**config.mk**
```make
export PLATFORM = sky130hd
export DESIGN_NAME = image_write_arbiter_flat
export DESIGN_NICKNAME = d
export VERILOG_FILES = /design/src/rtl/image_write_arbiter_if.sv /design/src/rtl/image_write_arbiter.sv /design/src/flat_wrapper.sv
export SDC_FILE = /design/constraint.sdc
export NUM_CORES = 1
export LEC_CHECK = 0
export ABC_CLOCK_PERIOD_IN_PS = 2700
export BUFFER_PORTS_ARGS = -buffer_cell sky130_fd_sc_hd__buf_2
export CAP_MARGIN = 10
export CORE_MARGIN = 5
export CORE_UTILIZATION = 45
export DETAILED_ROUTE_END_ITERATION = 12
export GPL_TIMING_DRIVEN = 0
export HOLD_SLACK_MARGIN = 0.1
export MAX_ROUTING_LAYER = met4
export PLACE_DENSITY = 0.74
export SYNTH_ARGS = -nofsm -noshare
export SYNTH_HDL_FRONTEND = slang
export SYNTH_SLANG_ARGS = --single-unit
```
**constraint.sdc**
```tcl
create_clock -name HCLK -period 2.7 [get_ports HCLK]
set_clock_uncertainty 0.15 [all_clocks]
set_input_delay 0.54 -clock HCLK [delete_from_list [all_inputs] [get_ports HCLK]]
set_output_delay 0.54 -clock HCLK [all_outputs]
set_load 0.03 [all_outputs]
```
**src/rtl/image_write_arbiter_if.sv**
```systemverilog
// Signal bundle between the two filter pipelines, the image writer sink and the
// frame arbiter. The slave view belongs to the arbiter, the master view to its environment.
interface image_write_arbiter_if;
   logic        req0_frame;
   logic        req1_frame;
   logic        req0_valid;
   logic        req1_valid;
   logic [47:0] req0_data;
   logic [47:0] req1_data;
   logic        req0_ready;
   logic        req1_ready;
   logic        sink_hsync;
   logic [47:0] sink_pix;
   logic        sink_rstn;
   logic        sink_done;
   logic        grant_id;
   logic        busy;
   logic        frame_done;
   logic        frame_err;

   modport slave (
      input  req0_frame, req1_frame, req0_valid, req1_valid, req0_data, req1_data,
      input  sink_done,
      output req0_ready, req1_ready, sink_hsync, sink_pix, sink_rstn,
      output grant_id, busy, frame_done, frame_err
   );

   modport master (
      output req0_frame, req1_frame, req0_valid, req1_valid, req0_data, req1_data,
      output sink_done,
      input  req0_ready, req1_ready, sink_hsync, sink_pix, sink_rstn,
      input  grant_id, busy, frame_done, frame_err
   );
endinterface

```
**src/rtl/image_write_arbiter.sv**
```systemverilog
// Round-robin frame arbiter: grants whole frames from two pipelines to one image
// writer sink, clears the sink first, streams two-pixel beats and waits for write-done.
module image_write_arbiter #(
   parameter int WIDTH        = 768,
   parameter int HEIGHT       = 512,
   parameter int LINE_GAP     = 0,
   parameter int DONE_TIMEOUT = 1024
) (
   input logic                  HCLK,
   input logic                  HRESETn,
   image_write_arbiter_if.slave bus
);
   localparam int COL_W = (WIDTH / 2 > 1) ? $clog2(WIDTH / 2) : 1;
   localparam int ROW_W = (HEIGHT > 1) ? $clog2(HEIGHT) : 1;
   localparam int GAP_W = (LINE_GAP > 1) ? $clog2(LINE_GAP) : 1;
   localparam int TMO_W = $clog2(DONE_TIMEOUT + 1);
   localparam logic [COL_W-1:0] LAST_COL = COL_W'(WIDTH / 2 - 1);
   localparam logic [ROW_W-1:0] LAST_ROW = ROW_W'(HEIGHT - 1);
   localparam logic [GAP_W-1:0] LAST_GAP = GAP_W'((LINE_GAP > 0) ? LINE_GAP - 1 : 0);
   localparam logic [TMO_W-1:0] TMO_END  = TMO_W'(DONE_TIMEOUT);

   typedef enum logic [2:0] {
      S_IDLE = 3'd0,
      S_CLR  = 3'd1,
      S_LINE = 3'd2,
      S_GAP  = 3'd3,
      S_WAIT = 3'd4,
      S_DONE = 3'd5
   } state_t;

   state_t           state_q;
   logic [COL_W-1:0] col_q;
   logic [ROW_W-1:0] row_q;
   logic [GAP_W-1:0] gap_q;
   logic [TMO_W-1:0] tmo_q;
   logic [TMO_W-1:0] tmo_d;
   logic             grant_q;
   logic             last_q;
   logic             hsync_q;
   logic [47:0]      pix_q;
   logic             rstn_q;
   logic             done_q;
   logic             err_q;
   logic             sel_valid_s;
   logic [47:0]      sel_data_s;
   logic             pick_d;
   logic             xfer_s;

   // Route the granted requester's beat and pick the winner of the next grant
   always_comb begin
      sel_valid_s = 1'b0;
      sel_data_s  = 48'd0;
      pick_d      = 1'b0;
      if (grant_q) begin
         sel_valid_s = bus.req1_valid;
         sel_data_s  = bus.req1_data;
      end else begin
         sel_valid_s = bus.req0_valid;
         sel_data_s  = bus.req0_data;
      end
      // On a tie the requester not served last wins
      if (bus.req0_frame && bus.req1_frame) begin
         pick_d = ~last_q;
      end else begin
         pick_d = bus.req1_frame;
      end
   end

   assign xfer_s = (state_q == S_LINE) && sel_valid_s;
   assign tmo_d  = tmo_q + TMO_W'(1);

   // Frame sequencing, beat counters and registered sink/status outputs
   always_ff @(posedge HCLK or negedge HRESETn) begin
      if (!HRESETn) begin
         state_q <= S_IDLE;
         col_q   <= '0;
         row_q   <= '0;
         gap_q   <= '0;
         tmo_q   <= '0;
         grant_q <= 1'b0;
         last_q  <= 1'b1;
         hsync_q <= 1'b0;
         pix_q   <= 48'd0;
         rstn_q  <= 1'b1;
         done_q  <= 1'b0;
         err_q   <= 1'b0;
      end else begin
         hsync_q <= xfer_s;
         if (xfer_s) begin
            pix_q <= sel_data_s;
         end
         rstn_q <= 1'b1;
         done_q <= 1'b0;
         err_q  <= 1'b0;
         case (state_q)
            S_IDLE: begin
               if (bus.req0_frame || bus.req1_frame) begin
                  grant_q <= pick_d;
                  rstn_q  <= 1'b0;
                  state_q <= S_CLR;
               end
            end
            S_CLR: begin
               col_q   <= '0;
               row_q   <= '0;
               state_q <= S_LINE;
            end
            S_LINE: begin
               if (xfer_s) begin
                  if (col_q == LAST_COL) begin
                     col_q <= '0;
                     if (row_q == LAST_ROW) begin
                        tmo_q   <= '0;
                        state_q <= S_WAIT;
                     end else begin
                        row_q <= row_q + ROW_W'(1);
                        if (LINE_GAP > 0) begin
                           gap_q   <= '0;
                           state_q <= S_GAP;
                        end
                     end
                  end else begin
                     col_q <= col_q + COL_W'(1);
                  end
               end
            end
            S_GAP: begin
               if (gap_q == LAST_GAP) begin
                  state_q <= S_LINE;
               end else begin
                  gap_q <= gap_q + GAP_W'(1);
               end
            end
            S_WAIT: begin
               // A done level arriving on the expiry edge still counts as success
               if (bus.sink_done) begin
                  done_q  <= 1'b1;
                  state_q <= S_DONE;
               end else if (tmo_d == TMO_END) begin
                  done_q  <= 1'b1;
                  err_q   <= 1'b1;
                  state_q <= S_DONE;
               end else begin
                  tmo_q <= tmo_d;
               end
            end
            S_DONE: begin
               last_q  <= grant_q;
               state_q <= S_IDLE;
            end
            default: begin
               state_q <= S_IDLE;
            end
         endcase
      end
   end

   assign bus.req0_ready = (state_q == S_LINE) && !grant_q;
   assign bus.req1_ready = (state_q == S_LINE) && grant_q;
   assign bus.sink_hsync = hsync_q;
   assign bus.sink_pix   = pix_q;
   assign bus.sink_rstn  = rstn_q;
   assign bus.grant_id   = grant_q;
   assign bus.busy       = (state_q != S_IDLE);
   assign bus.frame_done = done_q;
   assign bus.frame_err  = err_q;
endmodule

```
**src/flat_wrapper.sv**
```systemverilog
// flat-port wrapper written by rule: the top's interface ports become plain ports
module image_write_arbiter_flat 
#(
   parameter int WIDTH        = 768,
   parameter int HEIGHT       = 512,
   parameter int LINE_GAP     = 0,
   parameter int DONE_TIMEOUT = 1024
)
  (HCLK, HRESETn, bus_req0_frame, bus_req1_frame, bus_req0_valid, bus_req1_valid, bus_req0_data, bus_req1_data, bus_sink_done, bus_req0_ready, bus_req1_ready, bus_sink_hsync, bus_sink_pix, bus_sink_rstn, bus_grant_id, bus_busy, bus_frame_done, bus_frame_err);
  image_write_arbiter_if bus_i ();
  input logic HCLK;
  input logic HRESETn;
  input wire logic [$bits(bus_i.req0_frame)-1:0] bus_req0_frame;
  input wire logic [$bits(bus_i.req1_frame)-1:0] bus_req1_frame;
  input wire logic [$bits(bus_i.req0_valid)-1:0] bus_req0_valid;
  input wire logic [$bits(bus_i.req1_valid)-1:0] bus_req1_valid;
  input wire logic [$bits(bus_i.req0_data)-1:0] bus_req0_data;
  input wire logic [$bits(bus_i.req1_data)-1:0] bus_req1_data;
  input wire logic [$bits(bus_i.sink_done)-1:0] bus_sink_done;
  output wire logic [$bits(bus_i.req0_ready)-1:0] bus_req0_ready;
  output wire logic [$bits(bus_i.req1_ready)-1:0] bus_req1_ready;
  output wire logic [$bits(bus_i.sink_hsync)-1:0] bus_sink_hsync;
  output wire logic [$bits(bus_i.sink_pix)-1:0] bus_sink_pix;
  output wire logic [$bits(bus_i.sink_rstn)-1:0] bus_sink_rstn;
  output wire logic [$bits(bus_i.grant_id)-1:0] bus_grant_id;
  output wire logic [$bits(bus_i.busy)-1:0] bus_busy;
  output wire logic [$bits(bus_i.frame_done)-1:0] bus_frame_done;
  output wire logic [$bits(bus_i.frame_err)-1:0] bus_frame_err;
  assign bus_i.req0_frame = bus_req0_frame;
  assign bus_i.req1_frame = bus_req1_frame;
  assign bus_i.req0_valid = bus_req0_valid;
  assign bus_i.req1_valid = bus_req1_valid;
  assign bus_i.req0_data = bus_req0_data;
  assign bus_i.req1_data = bus_req1_data;
  assign bus_i.sink_done = bus_sink_done;
  assign bus_req0_ready = bus_i.req0_ready;
  assign bus_req1_ready = bus_i.req1_ready;
  assign bus_sink_hsync = bus_i.sink_hsync;
  assign bus_sink_pix = bus_i.sink_pix;
  assign bus_sink_rstn = bus_i.sink_rstn;
  assign bus_grant_id = bus_i.grant_id;
  assign bus_busy = bus_i.busy;
  assign bus_frame_done = bus_i.frame_done;
  assign bus_frame_err = bus_i.frame_err;
  image_write_arbiter #(.WIDTH(WIDTH), .HEIGHT(HEIGHT), .LINE_GAP(LINE_GAP), .DONE_TIMEOUT(DONE_TIMEOUT)) u_core (.HCLK(HCLK), .HRESETn(HRESETn), .bus(bus_i));
endmodule
```
==> results.tsv, run 1 <==
stage	metric	value	unit
run_status	status	finished clean	
yosys	EDFF count, synth	0	
setup_path	Worst EP arrival	2630	ps
die	I/O pin total	159	
clock_tree	Setup Buffers After CTS	0	
yosys	Post-Synth XOR/XNOR Area	3.02	%
clock_tree	Bufs on Longest Clock Path	2	
global_route	largest net degree at the start of global routing	54	
finish	commonest non-fill, non-tap cell in the layout	buf_2	
sta	final setup violation count	0	
routing	drt via density	5.16	
die	# rows	35	
yosys	multiplexer share of the synthesized area	11.5	%
sta	Hold Slack	218	ps
setup_path	CP required	2850	ps
routing	# DRC	0	
routing	drt total wl	11800	µm
global_route	first-pass GRT wire length	18300	µm
die	die span in y	108	µm
yosys	Yosys reg bits	86	
placed_design	HPWL after DPL	9130	µm
setup_path	CP endpoint kind	register	
yosys	largest family of logic cells by synthesized area	simple AND/OR/NAND/NOR gates	
clock_tree	clk sink count	86	
yosys	register area share after synthesis	49.5	%
sta	FMAX	403	MHz
routing	DR vias	3893	
setup_path	reg2reg start	u_core.tmo_q[0]	
sta	part of the cycle the worst path needs	91.9	%
yosys	Synth area leaders	dfrtp_1 (48%), mux2i_1 (11%), nor2_1 (6.4%)	
finish	P&R area growth vs syn	28.1	%
sta	fin crit period	2480	ps
yosys	cells after synthesis	449	
sta	Slew @ Worst Pin	797	ps
clock_tree	TritonCTS clock tree	done	
global_route	vias in the first global route	3736	
yosys	Mapped Nets	557	
global_route	GRT overflow	0	
pwr	leakage	2.65	nW
yosys	asr flop ratio synth	100	%
yosys	adder-cell area share of the yosys netlist	1.44	%
setup_path	CP startpoint	u_core.tmo_q[0]	
pwr	Max IR drop VDD	0.485	mV
yosys	post-synth top area cell	dfrtp_1	
die	die area	11700	µm²
sta	RSZ-0062 raised after global routing	false	
pwr	power per cell area	849	nW/µm²
worst_hold_path	HP Class	in2reg	
routing	Pre-antenna DRT Iters	5	
yosys	mapped cell area	4350	µm²
clock_tree	# H-tree levels	3	
worst_hold_path	worst min-delay path startpoint	bus_sink_done	
die	Initial Utilization	46.6	%
placed_design	cell count after placement	737	
finish	Filler cells	841	
finish	multi-input logic area	2030	µm²
setup_path	worst-path fanout max	10	
die	core area	9330	µm²
clock_tree	TritonCTS Buffers	9	
yosys	Yosys top cell area share	48.3	%
sta	final hold violation count	0	
setup_path	CP Class	reg2reg	
sta	Rel. slew slack	46.9	%
placed_design	GPL Wtd Cong	0.856	
sta	Pins Over Slew Limit	0	
yosys	post-synthesis simple-gate area fraction	18.3	%
pwr	total power	0.00473	W
yosys	top_reg_cell synth	dfrtp_1	
finish	most frequent cells in the layout	buf_2 (170), dfrtp_1 (84), nor2_1 (73), a21oi_1 (53), mux2i_1 (49)	
setup_path	CP Launch Type	register	
clock_tree	worst skew pair latency	360	ps
yosys	Distinct cells, synth	49	
clock_tree	Clock Tree Root	clkbuf_8	
global_route	initial antenna violation count	0	
finish	Final nets	728	
routing	ANT nets after route	0	
clock_tree	Reg clk slew, reported paths	90	ps
die	die width	108	µm
routing	wire length per cell	15.7	µm
yosys	YS warnings	0	
finish	register area	2150	µm²
global_route	total track usage	20.4	%
routing	Iteration-0 DRC Markers	221	
yosys	Syn Area/Cell	9.69	µm²
job	Max-Cap Viols	0	
sta	setup_tns	0	ps
finish	Antenna diodes	0	
finish	layout cell share with drive strength beyond 1	33.0	%
placed_design	PortBufs	158	
finish	final non-filler cell total	754	
yosys	Synth Area in Compound Gates	12.1	%
==> layer usage <==
layer,part of all wire [%],track usage [%],wire [µm],vias up
met1,41,25.7,4880,1825
met5,0,-,0,-
met4,1.7,6.94,206,0
met2,50,33.4,5940,132
li1,-,-,-,1919
met3,6.8,3.40,806,17
==> flip-flops by register name, summed over array words and instances (netlist names) <==
signal,cells
u_core.bus.sink_pix,48
u_core.bus.sink_rstn,1
u_core.col_q,9
u_core.row_q,9
u_core.bus.frame_done,1
u_core.bus.sink_hsync,1
u_core.last_q,1
u_core.tmo_q,11
u_core.bus.grant_id,1
u_core.bus.frame_err,1
u_core.state_q,3
==> where the power goes <==
group	internal (W)	leakage, nW	switching [W]
clock	0.000524	0.114	0.000484
sequential	0.00162	1.02	0.000197
combinational	0.000615	1.52	0.00129
total	0.00276	2.65	0.00197
==> worst max-delay path: stages (launching register included) <==
cell and delay (ps):
dfrtp_1 450, ha_1 270, nand3_1 180, o32a_1 420, o41ai_4 400, buf_6 190
buf_6 150, o211ai_1 110, nand3_1 90
==> path summary, 6_finish.rpt <==
check                                        to  slack, ps  cells past startpoint
min                        u_core.bus.frame_err        220                      2
min in group asynchronous       u_core.tmo_q[3]        530                      2
max reg2reg                     u_core.tmo_q[5]        220                      8
max in group asynchronous  u_core.bus.sink_rstn       1220                      3
min reg2reg                     u_core.col_q[8]        330                      1
max                             u_core.tmo_q[5]        220                      8
==> cell type report <==
cell class	instances	share of cell area, %
Clock buffer	9	2.22
Clock inverter	7	1.73
Multi-Input combinational cell	326	36.4
Buffer	29	2.67
Sequential cell	86	38.7
Inverter	8	0.539
Timing Repair Buffer	160	14.9
Tap cell	129	2.90
==> kinds of logic (layout without fill, tap and decap cells) <==
group                      count (synthesis)  in the layout
xor gates and xnor gates                  15             15
buffers and inverters                     37            213
AOI/OAI and AO/OA                         86             86
muxes                                     50             50
DFF                                       86             86
adders and majority gates                  5              5
and+or+nand+nor                          170            170
==> metrics by stage <==
step                      util (%)  cell area, µm²  setup slack (ps)
after floorplan                  -            4350               506
after global placement        56.8            5300               186
after detailed placement      57.2            5330               117
after CTS                     59.6            5560              37.0
after global routing          59.7            5570              65.6
final                         59.7            5570               220
==> cells in the mapped netlist, types with 2 or more instances <==
cell type / count
nand2_1: 29
nor2b_1: 3
xor2_1: 9
o22ai_1: 2
nand4_1: 5
mux2i_1: 49
o21ai_0: 6
xnor2_1: 6
o21ai_1: 2
buf_4: 2
or3_1: 2
ha_1: 5
nand3_1: 22
a21oi_1: 53
or2_2: 2
nor4_1: 2
and3_1: 2
inv_1: 8
nor2_1: 74
buf_6: 2
a2bb2oi_1: 2
buf_2: 13
nand2b_1: 2
clkbuf_1: 12
dfstp_2: 2
and2_1: 2
nor3_1: 11
or4_1: 8
dfrtp_1: 84
o211ai_1: 9
==> repair_timing <==
item / in CTS / in global routing
resized for setup: 0 / 4
setup endpoints to repair: 0 / 15
hold buffers: 1 / 0
endpoints found under the hold margin: 33 / 0
Note: power is estimated with default switching activity, not from simulation.
==> run 2: changes to the inputs <==
--- a/config.mk
+++ b/config.mk
@@ -8,7 +8,8 @@
 export ABC_CLOCK_PERIOD_IN_PS = 2700
 export BUFFER_PORTS_ARGS = -buffer_cell sky130_fd_sc_hd__buf_2
 export CAP_MARGIN = 10
-export CORE_MARGIN = 5
+export CORE_ASPECT_RATIO = 0.7
+export CORE_MARGIN = 2
 export CORE_UTILIZATION = 45
 export DETAILED_ROUTE_END_ITERATION = 12
 export GPL_TIMING_DRIVEN = 0
==> run 2 against run 1 <==
First-iteration DRC count increased by 0.45%. Sequential share of layout area decreased by 0.55 points. Largest cell class unchanged. Count of clock-buffer cells in the layout increased by 1. Die area decreased by 11%. Design area increased by 1.4%.
==> results.tsv, run 2 (synthesis gave the netlist of run 1 again) <==
stage	metric	value	unit	change
run_status	status	finished clean		unchanged
finish	commonest non-fill, non-tap cell in the layout	buf_2		unchanged
job	Max-Cap Viols	0		unchanged
setup_path	CP max-delay cell	clkbuf_1		was dfrtp_1
clock_tree	Clock Tree Root	clkbuf_16		was clkbuf_8
sta	fin crit period	2560	ps	was 2480 ps
global_route	initial antenna violation count	0		unchanged
finish	layout cell share with drive strength beyond 1	32.8	%	was 33.0%
sta	Pins Over Slew Limit	0		unchanged
pwr	total power	0.00501	W	was 0.00473 W
finish	max reg flops	48		unchanged
worst_hold_path	HP Class	in2reg		unchanged
setup_path	most used cell, CP	buf_2		
clock_tree	clk sink count	86		unchanged
routing	ANT nets after route	0		unchanged
setup_path	Worst EP arrival	1870	ps	was 2630 ps
setup_path	Reg2Reg Depth	8		unchanged
setup_path	CP Launch Type	register		unchanged
clock_tree	# H-tree levels	3		unchanged
sta	Final WS setup	138	ps	was 220 ps
clock_tree	worst skew pair latency	340	ps	was 360 ps
setup_path	worst-path fanout max	10		unchanged
pwr	power per cell area	887	nW/µm²	was 849 nW/µm²
clock_tree	Reg clk slew, reported paths	60	ps	was 90 ps
finish	Filler cells	789		was 841
worst_hold_path	WHS Path Cells	2		unchanged
die	die area	10500	µm²	was 11700 µm²
global_route	total track usage	23.6	%	was 20.4%
die	die width	122	µm	was 108 µm
setup_path	CP required	2010	ps	was 2850 ps
die	Initial Utilization	47.2	%	was 46.6%
routing	DR vias	3943		was 3893
sta	FMAX	390	MHz	was 403 MHz
die	I/O pin total	159		unchanged
die	die span in y	86.3	µm	was 108 µm
routing	Iteration-0 DRC Markers	222		was 221
finish	Antenna diodes	0		unchanged
routing	wire length per cell	15.6	µm	was 15.7 µm
clock_tree	TritonCTS clock tree	done		unchanged
routing	drt via density	5.26		was 5.16
routing	# DRC	0		unchanged
setup_path	CP endpoint kind	primary output		was register
routing	drt total wl	11700	µm	was 11800 µm
finish	final non-filler cell total	749		was 754
placed_design	cell count after placement	732		was 737
clock_tree	Bufs on Longest Clock Path	2		unchanged
sta	Rel. slew slack	49.1	%	was 46.9%
sta	part of the cycle the worst path needs	94.9	%	was 91.9%
finish	Final nets	728		unchanged
global_route	vias in the first global route	3985		was 3736
placed_design	PortBufs	158		unchanged
routing	Pre-antenna DRT Iters	5		unchanged
placed_design	GPL Wtd Cong	0.853		was 0.856
global_route	GRT overflow	0		unchanged
sta	RSZ-0062 raised after global routing	false		unchanged
finish	most frequent cells in the layout	buf_2 (170), dfrtp_1 (84), nor2_1 (73), a21oi_1 (53), mux2i_1 (49)		unchanged
pwr	Max IR drop VDD	0.591	mV	was 0.485 mV
finish	P&R area growth vs syn	29.9	%	was 28.1%
sta	final setup violation count	0		unchanged
placed_design	Place WS	208	ps	was 117 ps
setup_path	Slowest Stage Delay on Critical Path	520	ps	was 450 ps
sta	final hold violation count	0		unchanged
die	core area	9220	µm²	was 9330 µm²
global_route	largest net degree at the start of global routing	70		was 54
setup_path	CP Class	reg2out		was reg2reg
sta	setup_tns	0	ps	unchanged
clock_tree	TritonCTS Buffers	9		unchanged
global_route	first-pass GRT wire length	18800	µm	was 18300 µm
setup_path	CP cell instances	buf_2, clkbuf_1, and2_1, buf_2		was ha_1, nand3_1, o32a_1, o41ai_4, buf_6, buf_6, o211ai_1, nand3_1
finish	fin util	61.3	%	was 59.7%
sta	Slew @ Worst Pin	763	ps	was 797 ps
pwr	leakage	2.69	nW	was 2.65 nW
die	# rows	29		was 35
placed_design	HPWL after DPL	8740	µm	was 9130 µm
[run 2: report_power, final]
group / leakage [nW] / internal (W) / switching [W]
registers: 1.02 / 0.00163 / 0.000218
logic: 1.52 / 0.000614 / 0.00128
clock network: 0.149 / 0.000748 / 0.000526
[run 2: timing repair]
item / CTS / global route
setup endpoints to repair: 0 / 10
gates resized for setup: 0 / 2
endpoints found under the hold margin: 17 / 0
hold buffers: 1 / 0
buffers inserted: 0 / 0
[run 2: final cells by class]
class                   instances  area (µm²)  area share [%]
flip-flops and latches         86        2150            38.1
multi-input cells             326        2030            35.8
repair buffers                160         831            14.7
clock buffers                  10         239            4.23
well taps                     124         155            2.75
plain buffers                  29         148            2.61
clock inverters                 6        68.8            1.22
inverters                       8        30.0           0.531
[run 2: per-layer routing]
| metal | share of wire (%) | wire, µm | track usage [%] | vias up |
|---|---|---|---|---|
| met3 | 4.7 | 554 | 5.86 | 22 |
| li1 | - | - | - | 1926 |
| met1 | 46 | 5320 | 30.2 | 1873 |
| met2 | 48 | 5560 | 36.7 | 122 |
| met4 | 2.1 | 250 | 8.78 | 0 |
| met5 | 0 | 0 | - | - |
[run 2: through the flow]
| step | hold slack [ps] | cell area (µm²) |
|---|---|---|
| final | 232 | 5650 |
| after global routing | 238 | 5650 |
| after CTS | 226 | 5640 |
| after detailed placement | 286 | 5330 |
| after global placement | 310 | 5300 |
| after floorplan | 94.4 | 4350 |
[run 2: critical path: cells and delay by family, from the launching register on]
family        cells  cell delay, ps
flops             1             360
buf+inv           3             950
simple gates      1             220
[run 2: final timing paths]
path                       slack (ps)           startpoint                 endpoint
min in group asynchronous         460              HRESETn  u_core.bus.sink_pix[10]
min                               230        bus_sink_done     u_core.bus.frame_err
max in group asynchronous        1290              HRESETn     u_core.bus.sink_rstn
max                               140  u_core.bus.grant_id           bus_req1_ready
max reg2reg                       230      u_core.tmo_q[0]          u_core.tmo_q[4]
min reg2reg                       340      u_core.row_q[8]          u_core.row_q[8]
==> run 3: changes to the inputs <==
--- a/config.mk
+++ b/config.mk
@@ -8,14 +8,17 @@
 export ABC_CLOCK_PERIOD_IN_PS = 2700
 export BUFFER_PORTS_ARGS = -buffer_cell sky130_fd_sc_hd__buf_2
 export CAP_MARGIN = 10
+export CELL_PAD_IN_SITES_DETAIL_PLACEMENT = 1
+export CELL_PAD_IN_SITES_GLOBAL_PLACEMENT = 2
 export CORE_ASPECT_RATIO = 0.7
 export CORE_MARGIN = 2
-export CORE_UTILIZATION = 45
+export CORE_UTILIZATION = 29
 export DETAILED_ROUTE_END_ITERATION = 12
 export GPL_TIMING_DRIVEN = 0
 export HOLD_SLACK_MARGIN = 0.1
 export MAX_ROUTING_LAYER = met4
-export PLACE_DENSITY = 0.74
+export PLACE_DENSITY_LB_ADDON = 0.1
+export SLEW_MARGIN = 20
 export SYNTH_ARGS = -nofsm -noshare
 export SYNTH_HDL_FRONTEND = slang
 export SYNTH_SLANG_ARGS = --single-unit
==> run 3 against run 2 <==
Utilization is 22 points lower. Worst setup slack improved by 45 ps. Combinational power is essentially flat.
==> results.tsv, run 3 (synthesis gave the netlist of run 1 again) <==
stage	metric	value	unit	change
clock_tree	Clock Tree Root	clkbuf_16		unchanged
clock_tree	TritonCTS Buffers	9		unchanged
clock_tree	Bufs on Longest Clock Path	2		unchanged
global_route	first-pass GRT wire length	20600	µm	was 18800 µm
finish	Antenna diodes	0		unchanged
die	Initial Utilization	29.6	%	was 47.2%
global_route	initial antenna violation count	0		unchanged
global_route	grt met1 use	23.0	%	was 30.2%
run_status	status	finished clean		unchanged
placed_design	Place WS	30.9	ps	was 208 ps
sta	fin crit period	2520	ps	was 2560 ps
setup_path	CP Buf/Inv Count	3		unchanged
pwr	switching fraction of total power	40.1	%	was 40.4%
setup_path	worst-path fanout max	10		unchanged
finish	final instance area	5770	µm²	was 5650 µm²
pwr	Flop pwr share	36.0	%	was 36.8%
routing	wire length per cell	15.8	µm	was 15.6 µm
pwr	internal power	0.00306	W	was 0.00299 W
clock_tree	clk sink count	86		unchanged
global_route	GRT overflow	0		unchanged
finish	Filler cells	1764		was 789
global_route	GRT busiest layer	met2		unchanged
setup_path	Top delay family on crit path	buffers and inverters		unchanged
setup_path	Slowest Stage Delay on Critical Path	490	ps	was 520 ps
sta	Final WS setup	183	ps	was 138 ps
routing	Iteration-0 DRC Markers	172		was 222
clock_tree	Reg clk slew, reported paths	60	ps	about the same
die	# rows	37		was 29
finish	fin util	39.3	%	was 61.3%
finish	most frequent cells in the layout	buf_2 (170), dfrtp_1 (83), nor2_1 (73), a21oi_1 (53), mux2i_1 (49)		was buf_2 (170), dfrtp_1 (84), nor2_1 (73), a21oi_1 (53), mux2i_1 (49)
global_route	met2 GRT Util	24.2	%	was 36.7%
pwr	leakage	2.70	nW	was 2.69 nW
placed_design	Cell Area, Placed	5420	µm²	was 5330 µm²
die	die width	150	µm	was 122 µm
finish	Final nets	729		was 728
job	Max-Cap Viols	0		unchanged
setup_path	CP Class	reg2out		unchanged
sta	Pins Over Slew Limit	0		unchanged
global_route	grt met3 use	5.54	%	was 5.86%
clock_tree	# H-tree levels	3		unchanged
placed_design	HPWL after DPL	9830	µm	was 8740 µm
sta	Rel. slew slack	49.3	%	was 49.1%
sta	RSZ-0062 raised after global routing	false		unchanged
setup_path	Worst R2R Setup Slack	200	ps	was 230 ps
routing	drt total wl	13000	µm	was 11700 µm
pwr	clock share of power	26.7	%	was 25.4%
routing	Pre-antenna DRT Iters	4		was 5
die	die span in y	106	µm	was 86.3 µm
setup_path	Reg2Reg Depth	8		unchanged
pwr	power per cell area	884	nW/µm²	was 887 nW/µm²
die	I/O pin total	159		unchanged
routing	DR vias	3907		was 3943
routing	drt via density	4.76		was 5.26
sta	Hold Slack	228	ps	was 232 ps
sta	Slew @ Worst Pin	760	ps	was 763 ps
sta	part of the cycle the worst path needs	93.2	%	was 94.9%
routing	ANT nets after route	0		unchanged
placed_design	GPL Wtd Cong	0.771		was 0.853
setup_path	CP startpoint	u_core.bus.grant_id		unchanged
die	die area	16000	µm²	was 10500 µm²
setup_path	Critical R2R Capture	u_core.tmo_q[4]		unchanged
pwr	total power	0.00510	W	was 0.00501 W
routing	# DRC	0		unchanged
sta	FMAX	397	MHz	was 390 MHz
clock_tree	worst skew pair latency	350	ps	was 340 ps
setup_path	CP endpoint	bus_req1_ready		unchanged
pwr	Max IR drop VDD	0.287	mV	was 0.591 mV
setup_path	CP max-delay cell	clkbuf_1		unchanged
global_route	vias in the first global route	3946		was 3985
finish	commonest non-fill, non-tap cell in the layout	buf_2		unchanged
finish	register area	2160	µm²	was 2150 µm²
pwr	Combinational Power Share	37.3	%	was 37.8%
global_route	total track usage	17.0	%	was 23.6%
setup_path	most used cell, CP	buf_2		unchanged
setup_path	CP required	2010	ps	about the same
worst_hold_path	HP Class	in2reg		unchanged
sta	final setup violation count	0		unchanged
clock_tree	TritonCTS clock tree	done		unchanged
finish	P&R area growth vs syn	32.6	%	was 29.9%
global_route	largest net degree at the start of global routing	56		was 70
die	core area	14700	µm²	was 9220 µm²
finish	layout cell share with drive strength beyond 1	33.1	%	was 32.8%
setup_path	CP Launch Type	register		unchanged
setup_path	reg2reg start	u_core.tmo_q[1]		was u_core.tmo_q[0]
sta	final hold violation count	0		unchanged
finish	max reg flops	48		unchanged
finish	multi-input logic area	2030	µm²	unchanged
pwr	Sw Pwr	0.00204	W	was 0.00202 W
setup_path	CP cell instances	buf_2, clkbuf_1, and2_1, buf_2		unchanged
setup_path	Worst EP arrival	1830	ps	was 1870 ps
setup_path	Worst path depth	4		unchanged
setup_path	CP endpoint kind	primary output		unchanged
placed_design	PortBufs	158		unchanged
run 3: cell types whose count changed in the layout (fill, tap and decap cells not counted), sizes merged:
cell,change
buf,+1
bufinv,+1
clkbuf,-1
run 3: final cells by class:
| type | instances | share of cell area [%] |
|---|---|---|
| inverters | 8 | 0.521 |
| clock inverters | 7 | 1.65 |
| repair buffers | 161 | 14.6 |
| clock buffers | 9 | 3.91 |
| plain buffers | 29 | 2.56 |
| well taps | 195 | 4.23 |
| flip-flops and latches | 86 | 37.4 |
| multi-input cells | 326 | 35.1 |
run 3: per-layer routing:
| metal | up-vias | wire (µm) |
|---|---|---|
| li1 | 1915 | - |
| met1 | 1875 | 6260 |
| met2 | 105 | 5630 |
| met3 | 12 | 935 |
| met4 | 0 | 133 |
| met5 | - | 0 |
run 3: stage by stage:
step | TNS (ps) | std cells
floorplan | 0 | 449
global placement | -342 | 802
detailed placement | 0 | 803
CTS | 0 | 820
global route | 0 | 821
finish | 0 | 821
run 3: power by group through the flow:
stage               Clock (W)  Combinational, W  Sequential (W)
finish                0.00136           0.00190         0.00184
global route          0.00146           0.00206         0.00188
CTS                   0.00141           0.00193         0.00184
detailed placement          0           0.00193         0.00186
global placement            0           0.00190         0.00184
floorplan                   0          0.000710         0.00240
run 3: what timing repair did:
item,4_1_cts,5_1_grt
hold endpoints to repair,30,0
hold buffers,1,0
buffers inserted,0,1
endpoints found under the setup margin,0,32
resized for setup,0,2
run 3: worst min-delay path by stage:
stage / start / endpoint / slack, ps / cells past startpoint
2_1_floorplan: HRESETn / u_core.bus.frame_done / 90 / 0
3_3_place_gp: u_core.row_q[8] / u_core.row_q[8] / 310 / 2
3_5_place_dp: HRESETn / u_core.bus.sink_pix[12] / 300 / 1
4_1_cts: bus_req0_frame / u_core.bus.sink_rstn / 210 / 2
5_1_grt: bus_sink_done / u_core.bus.frame_err / 240 / 2
6_report: bus_req0_frame / u_core.bus.sink_rstn / 230 / 2
